===== config.mk =====
export PLATFORM = sky130hd
export DESIGN_NAME = vga_scaled_display_flat
export DESIGN_NICKNAME = d
export VERILOG_FILES = /design/src/rtl/vga_scaled_display_if.sv /design/src/rtl/vga_scaled_display.sv /design/src/flat_wrapper.sv
export SDC_FILE = /design/constraint.sdc
export NUM_CORES = 1
export LEC_CHECK = 0
export ABC_AREA = 1
export CORE_MARGIN = 4
export CORE_UTILIZATION = 29
export CTS_BUF_LIST = sky130_fd_sc_hd__clkbuf_8
export DETAILED_ROUTE_END_ITERATION = 10
export GPL_ROUTABILITY_DRIVEN = 0
export GPL_TIMING_DRIVEN = 0
export PLACE_DENSITY_LB_ADDON = 0.15
export SETUP_SLACK_MARGIN = 0.1
export SLEW_MARGIN = 10
export SYNTH_ARGS = -nofsm -noshare
export SYNTH_HDL_FRONTEND = slang
export SYNTH_SLANG_ARGS = --single-unit

===== constraint.sdc =====
create_clock -name clk -period 6 [get_ports clk]
set_input_delay 1.8 -clock clk [delete_from_list [all_inputs] [get_ports clk]]
set_output_delay 1.8 -clock clk [all_outputs]
set_load 0.01 [all_outputs]

===== src/rtl/vga_scaled_display_if.sv =====
// Framebuffer read port and video output bundle of vga_scaled_display.
//   master (display engine): drives pixel_addr and the video outputs,
//                            receives pixel_data.
//   slave  (framebuffer / monitor side): the mirror image.
// There is no valid/ready handshake on this bus. pixel_addr is issued
// every clock. pixel_data must return the word for an address exactly
// RAM_LATENCY clocks after that address was presented. Every video output
// (hsync, vsync, red/green/blue, video_on, frame_start) describes the same
// pixel in the same clock.
interface vga_scaled_display_if #(
  parameter int ADDR_W  = 17,
  parameter int COLOR_W = 4
);
  logic [3*COLOR_W-1:0] pixel_data;
  logic [ADDR_W-1:0]    pixel_addr;
  logic                 hsync;
  logic                 vsync;
  logic [COLOR_W-1:0]   red;
  logic [COLOR_W-1:0]   green;
  logic [COLOR_W-1:0]   blue;
  logic                 video_on;
  logic                 frame_start;

  modport master (
    input  pixel_data,
    output pixel_addr, hsync, vsync, red, green, blue, video_on, frame_start
  );

  modport slave (
    output pixel_data,
    input  pixel_addr, hsync, vsync, red, green, blue, video_on, frame_start
  );
endinterface


===== src/rtl/vga_scaled_display.sv =====
// VGA timing generator that scans a framebuffer of size
// (H_DISPLAY >> SCALE_SHIFT) x (V_DISPLAY >> SCALE_SHIFT). Each framebuffer
// pixel is shown as a 2^SCALE_SHIFT x 2^SCALE_SHIFT block on screen.
// Ports:
//   clk       - pixel clock
//   reset     - asynchronous, active-high
//   test_mode - (only with VGA_TEST_PATTERN_EN) 1 selects eight vertical
//               colour bars instead of pixel_data
//   vga       - vga_scaled_display_if.master. It carries pixel_addr out and
//               pixel_data in, plus hsync/vsync/RGB/video_on/frame_start out.
// Optional feature macro: VGA_TEST_PATTERN_EN.
// Latency: counter value -> pixel_addr takes 1 clock.
//          counter value -> every video output takes RAM_LATENCY+2 clocks.
module vga_scaled_display #(
  parameter int H_DISPLAY   = 1920,
  parameter int H_FP        = 88,
  parameter int H_SYNC      = 44,
  parameter int H_BP        = 148,
  parameter int V_DISPLAY   = 1080,
  parameter int V_FP        = 4,
  parameter int V_SYNC      = 5,
  parameter int V_BP        = 36,
  parameter int HSYNC_POL   = 0,
  parameter int VSYNC_POL   = 0,
  parameter int SCALE_SHIFT = 3,
  parameter int RAM_LATENCY = 1,
  parameter int ADDR_W      = 17,
  parameter int COLOR_W     = 4
) (
  input  logic clk,
  input  logic reset,
`ifdef VGA_TEST_PATTERN_EN
  input  logic test_mode,
`endif
  vga_scaled_display_if.master vga
);
  localparam int H_TOTAL = H_DISPLAY + H_FP + H_SYNC + H_BP;
  localparam int V_TOTAL = V_DISPLAY + V_FP + V_SYNC + V_BP;
  localparam int HW      = $clog2(H_TOTAL);
  localparam int VW      = $clog2(V_TOTAL);
  localparam int FB_W    = H_DISPLAY >> SCALE_SHIFT;
  localparam int DLY     = RAM_LATENCY + 2;
  localparam int DW      = 3 * COLOR_W;

  localparam logic [HW-1:0] H_LAST = HW'(H_TOTAL - 1);
  localparam logic [HW-1:0] H_ACT  = HW'(H_DISPLAY);
  localparam logic [HW-1:0] HS_BEG = HW'(H_DISPLAY + H_FP);
  localparam logic [HW-1:0] HS_END = HW'(H_DISPLAY + H_FP + H_SYNC);
  localparam logic [HW-1:0] H_SUB  = HW'((1 << SCALE_SHIFT) - 1);
  localparam logic [VW-1:0] V_LAST = VW'(V_TOTAL - 1);
  localparam logic [VW-1:0] V_ACT  = VW'(V_DISPLAY);
  localparam logic [VW-1:0] VS_BEG = VW'(V_DISPLAY + V_FP);
  localparam logic [VW-1:0] VS_END = VW'(V_DISPLAY + V_FP + V_SYNC);
  localparam logic [VW-1:0] V_SUB  = VW'((1 << SCALE_SHIFT) - 1);
  localparam logic [ADDR_W-1:0] FB_W_A = ADDR_W'(FB_W);
  localparam logic HS_ON = 1'(HSYNC_POL);
  localparam logic VS_ON = 1'(VSYNC_POL);

  if ((H_DISPLAY % (1 << SCALE_SHIFT)) != 0 || (V_DISPLAY % (1 << SCALE_SHIFT)) != 0) begin : g_bad_scale
    $error("H_DISPLAY and V_DISPLAY must be multiples of 2**SCALE_SHIFT");
  end
  if (RAM_LATENCY < 1 || RAM_LATENCY > 4) begin : g_bad_lat
    $error("RAM_LATENCY must be in 1..4");
  end

  // Control bits that travel alongside the pixel through the delay line.
  typedef struct packed {
    logic hs;
    logic vs;
    logic vid;
    logic fs;
  } ctl_t;
  localparam ctl_t CTL_RST = '{hs: ~HS_ON, vs: ~VS_ON, vid: 1'b0, fs: 1'b0};

  logic [HW-1:0]     h_q, h_d;
  logic [VW-1:0]     v_q, v_d, v_nxt;
  logic [ADDR_W-1:0] col_q, col_d, row_base_q, row_base_d;
  logic [ADDR_W-1:0] pixel_addr_q, pixel_addr_d;
  logic [DW-1:0]     rgb_q, rgb_d;
  logic              line_end, h_act, v_act;
  ctl_t              ctl_raw;
  ctl_t              ctl_q [DLY];

  assign line_end = (h_q == H_LAST);
  assign h_act    = (h_q < H_ACT);
  assign v_act    = (v_q < V_ACT);
  assign v_nxt    = v_q + 1'b1;

  // The address is row_base + column; both are accumulators, so no
  // multiplier is needed. The column steps after the last screen pixel of
  // each scaled block. Row_base steps by FB_W when the next line starts a
  // new block row inside the active area.
  always_comb begin
    h_d        = h_q + 1'b1;
    v_d        = v_q;
    col_d      = col_q;
    row_base_d = row_base_q;
    if (line_end) begin
      h_d   = '0;
      col_d = '0;
      if (v_q == V_LAST) begin
        v_d        = '0;
        row_base_d = '0;
      end else begin
        v_d = v_nxt;
        if (((v_nxt & V_SUB) == '0) && (v_nxt < V_ACT)) begin
          row_base_d = row_base_q + FB_W_A;
        end
      end
    end else if (h_act && ((h_q & H_SUB) == H_SUB)) begin
      col_d = col_q + 1'b1;
    end
  end

  always_comb begin
    pixel_addr_d = (h_act && v_act) ? (row_base_q + col_q) : '0;
    ctl_raw.hs   = (h_q >= HS_BEG && h_q < HS_END) ? HS_ON : ~HS_ON;
    ctl_raw.vs   = (v_q >= VS_BEG && v_q < VS_END) ? VS_ON : ~VS_ON;
    ctl_raw.vid  = h_act && v_act;
    ctl_raw.fs   = (h_q == '0) && (v_q == '0);
  end

`ifdef VGA_TEST_PATTERN_EN
  localparam int BAR_W = H_DISPLAY / 8;
  localparam logic [HW-1:0] BAR_LAST = HW'(BAR_W - 1);
  if ((H_DISPLAY % 8) != 0) begin : g_bad_bar
    $error("H_DISPLAY must be a multiple of 8 for the test pattern");
  end

  logic [2:0]    bar_q, bar_d, bar_sel;
  logic [HW-1:0] bar_pos_q, bar_pos_d;
  // The bar index is taken alongside the counter and then delayed.
  // This puts it at the RGB register in the same clock as its pixel_data.
  logic [2:0]    bar_pipe_q [DLY-1];

  always_comb begin
    bar_d     = bar_q;
    bar_pos_d = bar_pos_q;
    if (line_end) begin
      bar_d     = '0;
      bar_pos_d = '0;
    end else if (h_act) begin
      if (bar_pos_q == BAR_LAST) begin
        bar_pos_d = '0;
        bar_d     = bar_q + 1'b1;
      end else begin
        bar_pos_d = bar_pos_q + 1'b1;
      end
    end
  end

  always_ff @(posedge clk or posedge reset) begin
    if (reset) begin
      bar_q     <= '0;
      bar_pos_q <= '0;
      for (int i = 0; i < DLY - 1; i++) bar_pipe_q[i] <= '0;
    end else begin
      bar_q         <= bar_d;
      bar_pos_q     <= bar_pos_d;
      bar_pipe_q[0] <= bar_q;
      for (int i = 1; i < DLY - 1; i++) bar_pipe_q[i] <= bar_pipe_q[i-1];
    end
  end

  assign bar_sel = bar_pipe_q[DLY-2];
`endif

  // RGB is captured in the same clock that the final control stage is
  // loaded. For that reason it tests video_on one stage earlier.
  always_comb begin
    rgb_d = '0;
    if (ctl_q[DLY-2].vid) begin
`ifdef VGA_TEST_PATTERN_EN
      if (test_mode) begin
        rgb_d = {{COLOR_W{bar_sel[2]}}, {COLOR_W{bar_sel[1]}}, {COLOR_W{bar_sel[0]}}};
      end else begin
        rgb_d = vga.pixel_data;
      end
`else
      rgb_d = vga.pixel_data;
`endif
    end
  end

  always_ff @(posedge clk or posedge reset) begin
    if (reset) begin
      h_q          <= '0;
      v_q          <= '0;
      col_q        <= '0;
      row_base_q   <= '0;
      pixel_addr_q <= '0;
      rgb_q        <= '0;
      for (int i = 0; i < DLY; i++) ctl_q[i] <= CTL_RST;
    end else begin
      h_q          <= h_d;
      v_q          <= v_d;
      col_q        <= col_d;
      row_base_q   <= row_base_d;
      pixel_addr_q <= pixel_addr_d;
      rgb_q        <= rgb_d;
      ctl_q[0]     <= ctl_raw;
      for (int i = 1; i < DLY; i++) ctl_q[i] <= ctl_q[i-1];
    end
  end

  assign vga.pixel_addr  = pixel_addr_q;
  assign vga.hsync       = ctl_q[DLY-1].hs;
  assign vga.vsync       = ctl_q[DLY-1].vs;
  assign vga.video_on    = ctl_q[DLY-1].vid;
  assign vga.frame_start = ctl_q[DLY-1].fs;
  assign vga.red         = rgb_q[DW-1:2*COLOR_W];
  assign vga.green       = rgb_q[2*COLOR_W-1:COLOR_W];
  assign vga.blue        = rgb_q[COLOR_W-1:0];
endmodule

===== src/flat_wrapper.sv =====
// flat-port wrapper written by rule: the top's interface ports become plain ports
module vga_scaled_display_flat 
#(
  parameter int H_DISPLAY   = 1920,
  parameter int H_FP        = 88,
  parameter int H_SYNC      = 44,
  parameter int H_BP        = 148,
  parameter int V_DISPLAY   = 1080,
  parameter int V_FP        = 4,
  parameter int V_SYNC      = 5,
  parameter int V_BP        = 36,
  parameter int HSYNC_POL   = 0,
  parameter int VSYNC_POL   = 0,
  parameter int SCALE_SHIFT = 3,
  parameter int RAM_LATENCY = 1,
  parameter int ADDR_W      = 17,
  parameter int COLOR_W     = 4
)
  (clk, reset, vga_pixel_data, vga_pixel_addr, vga_hsync, vga_vsync, vga_red, vga_green, vga_blue, vga_video_on, vga_frame_start);
  vga_scaled_display_if #(.ADDR_W(ADDR_W), .COLOR_W(COLOR_W)) vga_i ();
  input  logic clk;
  input  logic reset;
  input wire logic [$bits(vga_i.pixel_data)-1:0] vga_pixel_data;
  output wire logic [$bits(vga_i.pixel_addr)-1:0] vga_pixel_addr;
  output wire logic [$bits(vga_i.hsync)-1:0] vga_hsync;
  output wire logic [$bits(vga_i.vsync)-1:0] vga_vsync;
  output wire logic [$bits(vga_i.red)-1:0] vga_red;
  output wire logic [$bits(vga_i.green)-1:0] vga_green;
  output wire logic [$bits(vga_i.blue)-1:0] vga_blue;
  output wire logic [$bits(vga_i.video_on)-1:0] vga_video_on;
  output wire logic [$bits(vga_i.frame_start)-1:0] vga_frame_start;
  assign vga_i.pixel_data = vga_pixel_data;
  assign vga_pixel_addr = vga_i.pixel_addr;
  assign vga_hsync = vga_i.hsync;
  assign vga_vsync = vga_i.vsync;
  assign vga_red = vga_i.red;
  assign vga_green = vga_i.green;
  assign vga_blue = vga_i.blue;
  assign vga_video_on = vga_i.video_on;
  assign vga_frame_start = vga_i.frame_start;
  vga_scaled_display #(.H_DISPLAY(H_DISPLAY), .H_FP(H_FP), .H_SYNC(H_SYNC), .H_BP(H_BP), .V_DISPLAY(V_DISPLAY), .V_FP(V_FP), .V_SYNC(V_SYNC), .V_BP(V_BP), .HSYNC_POL(HSYNC_POL), .VSYNC_POL(VSYNC_POL), .SCALE_SHIFT(SCALE_SHIFT), .RAM_LATENCY(RAM_LATENCY), .ADDR_W(ADDR_W), .COLOR_W(COLOR_W)) u_core (.clk(clk), .reset(reset), .vga(vga_i));
endmodule

==> impl_metrics.env <==
export IMPL_synth_cells=620
export IMPL_fin_crit_sh_pct=53.9
export IMPL_vias=4139
export IMPL_worst_hold_path_num_cells=0
export IMPL_synthTopCellsByArea="dfrtp_1 44%, nand2_1 11%, inv_1 7.2%"
export IMPL_die_h_um=139
export IMPL_remaining_drc_errors=0
export IMPL_die_area_um2=19300
export IMPL_crit_path_start_kind="flop"
export IMPL_yosysTopAreaCell="dfrtp_1"
export IMPL_cts_clk_slew_worst_paths_ns=0.09
export IMPL_cts_root_buffer="clkbuf_8"
export IMPL_fin_cells=902
export IMPL_place_hpwl_um=8640
export IMPL_synth_adder_area_share_pct=5.30
export IMPL_hold_buffers=0
export IMPL_synth_area_mux_share_pct=0
export IMPL_crit_buf_inv=1
export IMPL_syn_cell_area_um2=4960
export IMPL_min_period_ns=3.23
export IMPL_synth_edf_count=0
export IMPL_yosysWarnings=0
export IMPL_num_rows=47
export IMPL_synth_compound_area_share_pct=9.94
export IMPL_final_setup_skew_ns=0.0157
export IMPL_postCtsSetupRepairBufs=0
export IMPL_coreArea_um2=16600
export IMPL_num_antenna_cells=0
export IMPL_hold_start="u_core.ctl_q[7]"
export IMPL_dr_pass1_iters=4
export IMPL_synth_ff_type="dfrtp_1"
export IMPL_ant_nets=0
export IMPL_drv_slew=0
export IMPL_synth_top_cell_area_share_pct=44.4
export IMPL_grt_max_degree=53
export IMPL_cts_sinks=94
export IMPL_synth_top_family_by_area="simple AND/OR/NAND/NOR gates"
export IMPL_drt_total_wl_um=11600
export IMPL_cp_data_required_time_ns=4.20
export IMPL_cts_tree="yes"
export IMPL_area_growth_synth_to_final_pct=20.2
export IMPL_setup_tns_ns=0
export IMPL_path_max_fanout=1
export IMPL_final_net_count=713
export IMPL_yosys_cell_types_count=41
export IMPL_nFillCells=1712
export IMPL_holdCritPathClass="reg -> reg"
export IMPL_grt_pass1_wl_um=20300
export IMPL_ys_ff_latch=94
export IMPL_io_pins=47
export IMPL_synth_nets=655
export IMPL_cts_resized=0
export IMPL_synth_xor_area_share_pct=2.65
export IMPL_hold_violations=0
export IMPL_whs_ns=0.359
export IMPL_tightest_slew_ns=0.588
export IMPL_drt_vias_per_instance=4.59
export IMPL_dpl_cell_area_um2=5730
export IMPL_end_kind="output pin"
export IMPL_async_flop_share_pct=100
export IMPL_outcome="complete, no violations"
export IMPL_grt_antenna_before_repair=0
export IMPL_htree_levels=3
export IMPL_ir_worst_vdd_mv=0.107
export IMPL_port_buffers=46
export IMPL_cp_num_cells=1
export IMPL_power_density_nw_per_um2=199
export IMPL_total_leakage_power_nw=2.90
export IMPL_cp_arrival_ns=1.43
export IMPL_synth_simple_area_share_pct=26.1
export IMPL_crit_type="reg -> out"
export IMPL_grt_overflow=0
export IMPL_power_total_mw=1.19
export IMPL_synth_avg_cell_area_um2=8.00
export IMPL_wl_per_cell_um=12.9
export IMPL_crit_slowest_cell="clkdlybuf4s50_1"
export IMPL_clockBufferDepth=2
export IMPL_drv_cap=0
export IMPL_track_usage_pct=12.7
export IMPL_reg2reg_from="u_core.h_q[0]"
export IMPL_setup_violations=0
export IMPL_first_global_vias=4154
export IMPL_worstSkewPairLatency_ns=0.39
export IMPL_fin_util_pct=35.8
export IMPL_chipWidth_um=139
export IMPL_timing_final_ws_setup_ns=2.77
export IMPL_cts_buffers=9
export IMPL_grt_setup_unrepaired="no"
export IMPL_initialDrtViolationCount=201
export IMPL_ys_top_cells_by_count="140 x nand2_1, 95 x inv_1, 88 x dfrtp_1"
export IMPL_synth_seq_area_share_pct=47.6
export IMPL_r2r_cells=10
export IMPL_slowest_delay_ns=0.53
export IMPL_drive_above_1_share_pct=6.16
export IMPL_startpoint="u_core.vga.vsync"
export IMPL_relSlewSlack_pct=60.8
export IMPL_crit_chain="clkdlybuf4s50_1"
export IMPL_cp_top_family="buffers and inverters"
export IMPL_initial_core_util_pct=29.8
export IMPL_timing_fmax_mhz=309
export IMPL_design_area_um2=5960
export IMPL_synth_most_common_cell="nand2_1"
export IMPL_dp_worst_setup_slack_ns=3.01
export IMPL_place_inst=887
[power by group]
part	internal (mW)	switching (mW)	leakage [nW]
Sequential	0.638	0.00116	1.22
Combinational	0.0192	0.0204	1.55
Clock	0.284	0.225	0.124
Total	0.941	0.247	2.90
[cells by family (layout without fill, tap and decap cells)]
kind of cell | after synthesis | count (layout)
AO/OA/AOI/OAI | 86 | 86
XOR/XNOR | 15 | 15
adder cells (fa/ha/maj) | 21 | 21
buffers and inverters | 104 | 166
flip-flops | 94 | 94
other | 1 | 1
AND/OR/NAND/NOR | 299 | 299
[area by class of cell]
class                   instances  area [um2]  area share, %
well taps                     220         275           4.62
repair buffers                 47         488           8.18
flip-flops and latches         94        2360           39.6
multi-input cells             422        2190           36.7
clock buffers                  10         138           2.31
clock inverters                 5        98.8           1.66
inverters                      97         367           6.15
plain buffers                   7        50.0          0.839
[layer usage]
metal  part of all wire [%]  global-route usage (%)  vias to the layer above
li1                       -                       -                     2125
met1                     49                    16.5                     1920
met2                     45                    20.5                       79
met3                    4.7                    3.90                       15
met4                    1.5                    3.76                        0
met5                      0                       0                        -
[flip-flops by register name, indices dropped and copies added, names as in the netlist]
name,flops
u_core.h_q,12
u_core.vga.hsync,1
u_core.vga.pixel_addr,17
u_core.vga.frame_start,1
u_core.rgb_q,12
u_core.ctl_q,8
u_core.col_q,17
u_core.vga.vsync,1
u_core.v_q,11
u_core.vga.video_on,1
u_core.row_base_q,13
[cell usage in the layout, fill, tap and decap left out, types with 4 or more instances in the layout]
cell type,n
o21ai_0,27
nand3_1,36
nor3_1,21
nor4_1,4
inv_1,95
o31ai_1,4
ha_1,21
xnor2_1,4
nor2_1,68
nand2_2,5
o22ai_1,6
xor2_1,11
nand4_1,12
clkbuf_8,10
clkdlybuf4s50_1,46
nand2_1,140
dfrtp_1,88
dfstp_2,6
a21oi_1,34
nor2_2,4
[path summary, 6_finish.rpt]
kind                               endpoint  slack (ns)
min                        u_core.vga.hsync        0.36
max in group asynchronous   u_core.ctl_q[7]        3.48
min reg2reg                u_core.vga.hsync        0.36
max                               vga_vsync        2.77
max reg2reg                u_core.col_q[11]        3.76
min in group asynchronous   u_core.rgb_q[3]        1.82
Note: power is estimated with default switching activity, not from simulation.
